[src/rtl/mips_multicycle_control_if.sv]
// Control-unit <-> datapath bundle: opcode and memory handshake in, mux selects and enables out.
interface mips_multicycle_control_if;
  logic [5:0] opcode;
  logic       mem_ready;
  logic       regdst;
  logic       alusrc;
  logic       memtoreg;
  logic [1:0] alu_op;
  logic       reg_write;
  logic       mem_read;
  logic       mem_write;
  logic       iord;
  logic       ir_write;
  logic       pc_write;
  logic       pc_write_cond;
  logic [1:0] pc_src;
  logic       instr_done;
  logic       illegal;
  logic [3:0] state;

  modport master (
    input  opcode, mem_ready,
    output regdst, alusrc, memtoreg, alu_op, reg_write, mem_read, mem_write,
           iord, ir_write, pc_write, pc_write_cond, pc_src, instr_done, illegal, state
  );

  modport slave (
    output opcode, mem_ready,
    input  regdst, alusrc, memtoreg, alu_op, reg_write, mem_read, mem_write,
           iord, ir_write, pc_write, pc_write_cond, pc_src, instr_done, illegal, state
  );
endinterface

[src/rtl/mips_multicycle_control.sv]
// Multicycle MIPS control FSM: fetch/decode/execute/memory/write-back sequencing with
// a memory-ready stall in FETCH, MEM_RD and MEM_WR.
module mips_multicycle_control (
  input logic                        clock,
  input logic                        reset,
  mips_multicycle_control_if.master  bus
);

  localparam logic [3:0] S_RESET   = 4'd0;
  localparam logic [3:0] S_FETCH   = 4'd1;
  localparam logic [3:0] S_DECODE  = 4'd2;
  localparam logic [3:0] S_EXEC_R  = 4'd3;
  localparam logic [3:0] S_WB_R    = 4'd4;
  localparam logic [3:0] S_ADDR    = 4'd5;
  localparam logic [3:0] S_MEM_RD  = 4'd6;
  localparam logic [3:0] S_WB_MEM  = 4'd7;
  localparam logic [3:0] S_MEM_WR  = 4'd8;
  localparam logic [3:0] S_EXEC_I  = 4'd9;
  localparam logic [3:0] S_WB_I    = 4'd10;
  localparam logic [3:0] S_BRANCH  = 4'd11;
  localparam logic [3:0] S_JUMP    = 4'd12;
  localparam logic [3:0] S_ILLEGAL = 4'd13;

  localparam logic [5:0] OP_R    = 6'b000000;
  localparam logic [5:0] OP_LW   = 6'b100011;
  localparam logic [5:0] OP_SW   = 6'b101011;
  localparam logic [5:0] OP_BEQ  = 6'b000100;
  localparam logic [5:0] OP_ADDI = 6'b001000;
  localparam logic [5:0] OP_J    = 6'b000010;

  logic [3:0] state_q, state_d;
  logic [5:0] opcode_q, opcode_d;

  // The latched opcode is only consumed after DECODE has loaded it, so it needs no reset.
  always_ff @(posedge clock) begin
    if (reset) state_q <= S_RESET;
    else       state_q <= state_d;
    opcode_q <= opcode_d;
  end

  always_comb begin
    state_d  = state_q;
    opcode_d = opcode_q;
    case (state_q)
      S_FETCH:  if (bus.mem_ready) state_d = S_DECODE;
      S_DECODE: begin
        opcode_d = bus.opcode;
        case (bus.opcode)
          OP_R:         state_d = S_EXEC_R;
          OP_LW, OP_SW: state_d = S_ADDR;
          OP_BEQ:       state_d = S_BRANCH;
          OP_ADDI:      state_d = S_EXEC_I;
          OP_J:         state_d = S_JUMP;
          default:      state_d = S_ILLEGAL;
        endcase
      end
      S_EXEC_R: state_d = S_WB_R;
      S_ADDR:   state_d = (opcode_q == OP_SW) ? S_MEM_WR : S_MEM_RD;
      S_MEM_RD: if (bus.mem_ready) state_d = S_WB_MEM;
      S_MEM_WR: if (bus.mem_ready) state_d = S_FETCH;
      S_EXEC_I: state_d = S_WB_I;
      default:  state_d = S_FETCH;
    endcase
  end

  // Moore outputs from state_q; FETCH and MEM_WR also gate their commit signals on mem_ready.
  always_comb begin
    bus.regdst        = 1'b0;
    bus.alusrc        = 1'b0;
    bus.memtoreg      = 1'b0;
    bus.alu_op        = 2'b00;
    bus.reg_write     = 1'b0;
    bus.mem_read      = 1'b0;
    bus.mem_write     = 1'b0;
    bus.iord          = 1'b0;
    bus.ir_write      = 1'b0;
    bus.pc_write      = 1'b0;
    bus.pc_write_cond = 1'b0;
    bus.pc_src        = 2'b00;
    bus.instr_done    = 1'b0;
    bus.illegal       = 1'b0;
    case (state_q)
      S_FETCH: begin
        bus.mem_read = 1'b1;
        bus.ir_write = bus.mem_ready;
        bus.pc_write = bus.mem_ready;
      end
      S_EXEC_R: bus.alu_op = 2'b10;
      S_WB_R: begin
        bus.regdst     = 1'b1;
        bus.reg_write  = 1'b1;
        bus.instr_done = 1'b1;
      end
      S_ADDR, S_EXEC_I: bus.alusrc = 1'b1;
      S_MEM_RD: begin
        bus.mem_read = 1'b1;
        bus.iord     = 1'b1;
      end
      S_WB_MEM: begin
        bus.memtoreg   = 1'b1;
        bus.reg_write  = 1'b1;
        bus.instr_done = 1'b1;
      end
      S_MEM_WR: begin
        bus.mem_write  = 1'b1;
        bus.iord       = 1'b1;
        bus.instr_done = bus.mem_ready;
      end
      S_WB_I: begin
        bus.reg_write  = 1'b1;
        bus.instr_done = 1'b1;
      end
      S_BRANCH: begin
        bus.alu_op        = 2'b01;
        bus.pc_write_cond = 1'b1;
        bus.pc_src        = 2'b01;
        bus.instr_done    = 1'b1;
      end
      S_JUMP: begin
        bus.pc_write   = 1'b1;
        bus.pc_src     = 2'b10;
        bus.instr_done = 1'b1;
      end
      S_ILLEGAL: begin
        bus.illegal    = 1'b1;
        bus.instr_done = 1'b1;
      end
      default: ;
    endcase
  end

  assign bus.state = state_q;

endmodule

[src/flat_wrapper.sv]
// flat-port wrapper written by rule: the top's interface ports become plain ports
module mips_multicycle_control_flat 
  (clock, reset, bus_opcode, bus_mem_ready, bus_regdst, bus_alusrc, bus_memtoreg, bus_alu_op, bus_reg_write, bus_mem_read, bus_mem_write, bus_iord, bus_ir_write, bus_pc_write, bus_pc_write_cond, bus_pc_src, bus_instr_done, bus_illegal, bus_state);
  mips_multicycle_control_if bus_i ();
  input logic clock;
  input logic reset;
  input wire logic [$bits(bus_i.opcode)-1:0] bus_opcode;
  input wire logic [$bits(bus_i.mem_ready)-1:0] bus_mem_ready;
  output wire logic [$bits(bus_i.regdst)-1:0] bus_regdst;
  output wire logic [$bits(bus_i.alusrc)-1:0] bus_alusrc;
  output wire logic [$bits(bus_i.memtoreg)-1:0] bus_memtoreg;
  output wire logic [$bits(bus_i.alu_op)-1:0] bus_alu_op;
  output wire logic [$bits(bus_i.reg_write)-1:0] bus_reg_write;
  output wire logic [$bits(bus_i.mem_read)-1:0] bus_mem_read;
  output wire logic [$bits(bus_i.mem_write)-1:0] bus_mem_write;
  output wire logic [$bits(bus_i.iord)-1:0] bus_iord;
  output wire logic [$bits(bus_i.ir_write)-1:0] bus_ir_write;
  output wire logic [$bits(bus_i.pc_write)-1:0] bus_pc_write;
  output wire logic [$bits(bus_i.pc_write_cond)-1:0] bus_pc_write_cond;
  output wire logic [$bits(bus_i.pc_src)-1:0] bus_pc_src;
  output wire logic [$bits(bus_i.instr_done)-1:0] bus_instr_done;
  output wire logic [$bits(bus_i.illegal)-1:0] bus_illegal;
  output wire logic [$bits(bus_i.state)-1:0] bus_state;
  assign bus_i.opcode = bus_opcode;
  assign bus_i.mem_ready = bus_mem_ready;
  assign bus_regdst = bus_i.regdst;
  assign bus_alusrc = bus_i.alusrc;
  assign bus_memtoreg = bus_i.memtoreg;
  assign bus_alu_op = bus_i.alu_op;
  assign bus_reg_write = bus_i.reg_write;
  assign bus_mem_read = bus_i.mem_read;
  assign bus_mem_write = bus_i.mem_write;
  assign bus_iord = bus_i.iord;
  assign bus_ir_write = bus_i.ir_write;
  assign bus_pc_write = bus_i.pc_write;
  assign bus_pc_write_cond = bus_i.pc_write_cond;
  assign bus_pc_src = bus_i.pc_src;
  assign bus_instr_done = bus_i.instr_done;
  assign bus_illegal = bus_i.illegal;
  assign bus_state = bus_i.state;
  mips_multicycle_control u_core (.clock(clock), .reset(reset), .bus(bus_i));
endmodule
[config.mk]
export PLATFORM = sky130hd
export DESIGN_NAME = mips_multicycle_control_flat
export DESIGN_NICKNAME = d
export VERILOG_FILES = /design/src/rtl/mips_multicycle_control_if.sv /design/src/rtl/mips_multicycle_control.sv /design/src/flat_wrapper.sv
export SDC_FILE = /design/constraint.sdc
export NUM_CORES = 1
export LEC_CHECK = 0
export CAP_MARGIN = 20
export CORE_UTILIZATION = 28
export CTS_CLUSTER_SIZE = 16
export DETAILED_ROUTE_END_ITERATION = 12
export PLACE_DENSITY = 0.58
export SYNTH_ARGS = -nofsm -noshare
export SYNTH_HDL_FRONTEND = slang
export SYNTH_SLANG_ARGS = --single-unit
[constraint.sdc]
create_clock -name clock -period 2.1 [get_ports clock]
set_clock_uncertainty 0.2 [all_clocks]
set_input_delay 0.21 -clock clock [delete_from_list [all_inputs] [get_ports clock]]
set_output_delay 0.21 -clock clock [all_outputs]
set_load 0.01 [all_outputs]
# --- Word level (Yosys, flattened, before mapping) ---
# Cells that the tools add are included.
word_totals:
  reg_bits: 10
  latchBits: 0
  ram_bits: 0
  rom_bits: 0
  output_inout_bits: 20
  mem_count: 0
op_classes:
  addsub: 0
  multipliers: 0
  div: 0
  order_cmp: 0
  eq_ne: 22
  shifts: 0
  muxes: 20
  bitwise: 0
  n_reduce_logical: 8
ops:
  columns: ["cell", "n"]
  rows:
  - ["case mux 4 bit (7 select lines)", 1]
  - ["== test 4 bit, second input constant", 6]
  - ["case mux 4 bit (5 select lines)", 1]
  - ["== test 6 bit, second input constant", 3]
  - ["== test 4 x 3 -> 1 bit, second input constant", 4]
  - ["two-way mux 4 bit", 4]
  - ["two-way mux 1 bit", 10]
  - ["== test 4 x 2 -> 1 bit, second input constant", 2]
  - ["case mux 2 bit (2 select lines)", 2]
  - ["OR reduction 2 bit", 4]
  - ["== test 6 x 2 -> 1 bit, second input constant", 1]
  - ["== test 6 x 3 -> 1 bit, second input constant", 1]
  - ["== test 6 x 4 -> 1 bit, second input constant", 1]
  - ["logical NOT 6 bit", 1]
  - ["inequality test 2 bit, second input constant", 3]
  - ["OR reduction 6 bit", 1]
  - ["== test 4 x 1 -> 1 bit, second input constant", 1]
  - ["case mux 1 bit (2 select lines)", 2]
  - ["AND reduction 3 bit", 1]
  - ["OR reduction 3 bit", 1]

# --- Logic depth before layout (Yosys ltp) ---
depth:
  ltp_word: 4
  ltp_mapped: 5
  mapped_depth_nobuf: 4

# --- Least setup slack after synthesis ---
# OpenSTA, ideal clock, no wires.
synth_path:
  path_type: "reg2reg"
  from: "register u_core.state_q[3], in the netlist u_core.bus.state[3]"
  to: "register u_core.opcode_q[0], enable pin"
  setup_time_ns: 0.379
  arrival_time_ns: 1.208
  required_time_ns: 1.521
  setup_slack_ns: 0.313
  stages_incl_launch_ff: 4
  n_path_buf: 2
  period_less_slack_ns: 1.787
  path_cell_list: "dfxtp_1 -> buf_2 -> buf_2 -> nor3_1"
synth_between:
  elab_chain_len: 1
synth_lines:
  columns: ["item", "line_no", "source"]
  rows:
  - ["start, declared", "mips_multicycle_control.sv:31", "logic [3:0] state_q, state_d;"]
  - ["start signal, assigned", "mips_multicycle_control.sv:37", "else state_q <= state_d;"]
  - ["== test 4 x 2 -> 1 bit", "mips_multicycle_control.sv:44", "case (state_q)"]
  - ["end signal, assigned", "mips_multicycle_control.sv:38", "opcode_q <= opcode_d;"]
  - ["end, declared", "mips_multicycle_control.sv:32", "logic [5:0] opcode_q, opcode_d;"]
# Every way passes these cells.
# A chain may end at the register's enable or synchronous reset.

# --- Worst setup path in the final report ---
layout_path:
  from: "register u_core.state_q[0], in the netlist u_core.bus.state[0]"
  to: "output bus_pc_src[1]"
layout_between:
  elab_chain_len: 2
layout_lines:
  columns: ["item", "line_no", "source"]
  rows:
  - ["== test 4 bit", "mips_multicycle_control.sv:82", "case (state_q)"]
  - ["case mux 2 bit (2 select lines) *", "mips_multicycle_control.sv:82", null]
  - ["end, declared", "flat_wrapper.sv:20", "output wire logic [$bits(bus_i.pc_src)-1:0] bus_pc_src;"]
# Every way passes the cells marked *; elsewhere a longest branch is shown, timed or not.

==> run metrics <==
Final HPWL DP between 1500 and 2000 um; Netlist cell types 34; WHS between 0.3 and 0.4 ns; die height ~52 um; Post-Synth Simple-Gate Area about a third; DR WL met3 53 um; Max clock buf depth 2; CP Class reg -> out; crit path capture type primary output; main area contributors after synthesis edfxtp_1 26%, dfxtp_1 12%, nor2_1 6.0%; # H-tree levels 1; IO Count 29; share of the synthesized area in the top cell type between 20% and 30%; worst hold endpoint u_core.bus.state[2]; antenna viol nets, final 0; status finished clean; top cell types by occurrence after synthesis 11 x nor2_1, 6 x a21oi_1, 6 x edfxtp_1, 6 x nand2_1, 5 x buf_2; TritonCTS Sinks 10; Detailed Route Iter0 Violations 17; CTS Root Cell clkbuf_4; most common cell in the synthesized netlist nor2_1; Leak between 0.4 and 0.5 nW; Global Route Usage Sum between 10% and 20%; WHS Path Cells 2; Post-CTS Hold Buffers 0; Achievable Freq between 400 and 500 MHz; CTS Buf Count 3; detailed-route wire length around 1900 um; Initial Util between 30% and 40%; RSZ-0062 raised after global routing false; # placed instances ~150; placed cell areas 1070 um2; Via Count between 700 and 800; Max-slew headroom between 80% and 90%; die area around 2700 um2; Routed WL per cell ~13 um; final hold vios 0; Post-route DRC 0; startpoint types register; Worst Hold Class reg -> reg; Top FF cell, synth edfxtp_1; Routed met1 length around 930 um; # diodes 0; largest family of logic cells by synthesized area simple AND/OR/NAND/NOR gates; Reg2Reg Depth 6; antenna violations before repair 0; Area Overhead vs Synth 60.8%; nets@finish roughly 130; fin util roughly half; Max IR drop VDD 0.438 mV; Final Max Tran Viols 0; top layer in use met4; final std cells w/o fill roughly 150; Compound-Gate Fraction of Synth Area 24.2%; Chip Width approximately 52 um; Critical Path RT 1.69 ns; Synthesized Nets 93; endpoints failing setup 0; Pre-antenna DRT Iters 4; Post-Syn Area approximately 690 um2; IO buf count 28; Synth Register Bits 10; max-cap violation count 0; crit path DAT 1.62 ns; Syn Area/Cell 8.24 um2; sequential fraction of the synthesis area around 38%; adder-cell share of the synthesized area 0%; worst skew pair latency 0.26 ns; Setup WS post-layout approximately 0.075 ns; cell area after layout ~1100 um2; min-delay src u_core.bus.state[2]; Post-synth EDFFs 6; reg2reg setup slack just over 0.5 ns; FF-to-FF End u_core.bus.state[0]; Worst Tran Pin Value around 0.25 ns; final worst-path cycle share between 90% and 100%; pre-CTS WS between 0.05 and 0.06 ns; CTS tree yes; worst r2r src u_core.bus.state[1]; cell area power density 632 nW/um2; post-route total power around 0.7 mW; yosys warns 0; XOR/XNOR Fraction of Synth Area 0%; first-pass GRT wire length between 3000 and 4000 um; post-DR vias/cell around 5; Fin Setup TNS 0 ns; total gr overflow 0; Max FO, Critical Path 11; core area between 2000 and 2500 um2; Cell Rows 17; mux cell area share after synthesis 0%; largest net degree at the start of global routing 13; minimum clock period just over 2 ns; met2 wire length ~930 um; share of cells above drive strength 1 20.3%; Synth area leader edfxtp_1; gpl congestion approximately 0.8; number of global-route vias before repair between 700 and 800; Setup Buffers After CTS 0; fillcell total around 240; Post-synth ARST share 0%; clock slew at the register clock pins of the worst setup and hold paths ~0.070 ns; Post-Synthesis Cells 84
==> critical path, cell delays in order, from the launching register on <==
cell	delay [ns]
dfxtp_4	0.38
or2_1	0.28
nor2_1	0.14
clkdlybuf4s50_1	0.56
==> how the worst max path moves through the flow <==
stage / slack (ns) / cells past startpoint / endpoint / from
2_1_floorplan: 0.31 / 3 / u_core.opcode_q[0] / u_core.bus.state[3]
3_3_place_gp: 0.08 / 5 / bus_instr_done / bus_mem_ready
3_5_place_dp: 0.05 / 5 / bus_instr_done / bus_mem_ready
4_1_cts: 0.003 / 5 / bus_mem_read / u_core.bus.state[2]
5_1_grt: 0.01 / 3 / bus_pc_src[1] / u_core.bus.state[0]
6_report: 0.07 / 3 / bus_pc_src[1] / u_core.bus.state[0]
==> kinds of logic after synthesis <==
group | count (synthesis)
buffers and inverters | 8
flip-flops | 10
AO/OA/AOI/OAI | 25
AND/OR/NAND/NOR | 41
==> cell usage in the layout (no fill, tap or decap), types with 3 or more instances in the layout <==
cell type | synthesis | routed
nand2_1 | 6 | 6
or2_1 | 3 | 3
nor2b_1 | 3 | 3
a31oi_1 | 4 | 4
edfxtp_1 | 6 | 6
nor3_1 | 3 | 3
dlygate4sd2_1 | 0 | 9
dfxtp_4 | 0 | 3
nor2_1 | 11 | 9
clkdlybuf4s50_1 | 0 | 17
clkbuf_4 | 0 | 3
buf_4 | 2 | 14
nand2b_1 | 4 | 3
a21oi_1 | 6 | 6
==> area by class of cell <==
type                    count  area (um2)  area share [%]
inverters                   1        3.75           0.337
flip-flops and latches     10         273            24.5
multi-input cells          66         395            35.5
repair buffers             42         379            34.1
well taps                  28        35.0            3.15
clock inverters             1        3.75           0.337
clock buffers               3        22.5            2.02
==> routing by layer <==
layer  track usage (%)  vias to the layer above
met5                 0                        -
met4              5.41                        0
met3              2.92                        2
met2              27.3                       11
met1              21.5                      354
li1                  -                      394
==> sequential cells by signal, summed over array words and instances, names as in the netlist <==
| register | count |
|---|---|
| u_core.opcode_q | 6 |
| u_core.bus.state | 4 |
==> power by group <==
part	switching [mW]	internal [mW]	total, mW
Combinational	0.138	0.164	0.301
Clock	0.0689	0.0685	0.137
Sequential	0.0322	0.232	0.264
==> what timing repair did <==
item                                    CTS  global route
pin swaps                                 0             0
resized for setup                        17             4
gates cloned                              0             0
endpoints found under the setup margin   15             3
Power figures use the tool's default switching activity.
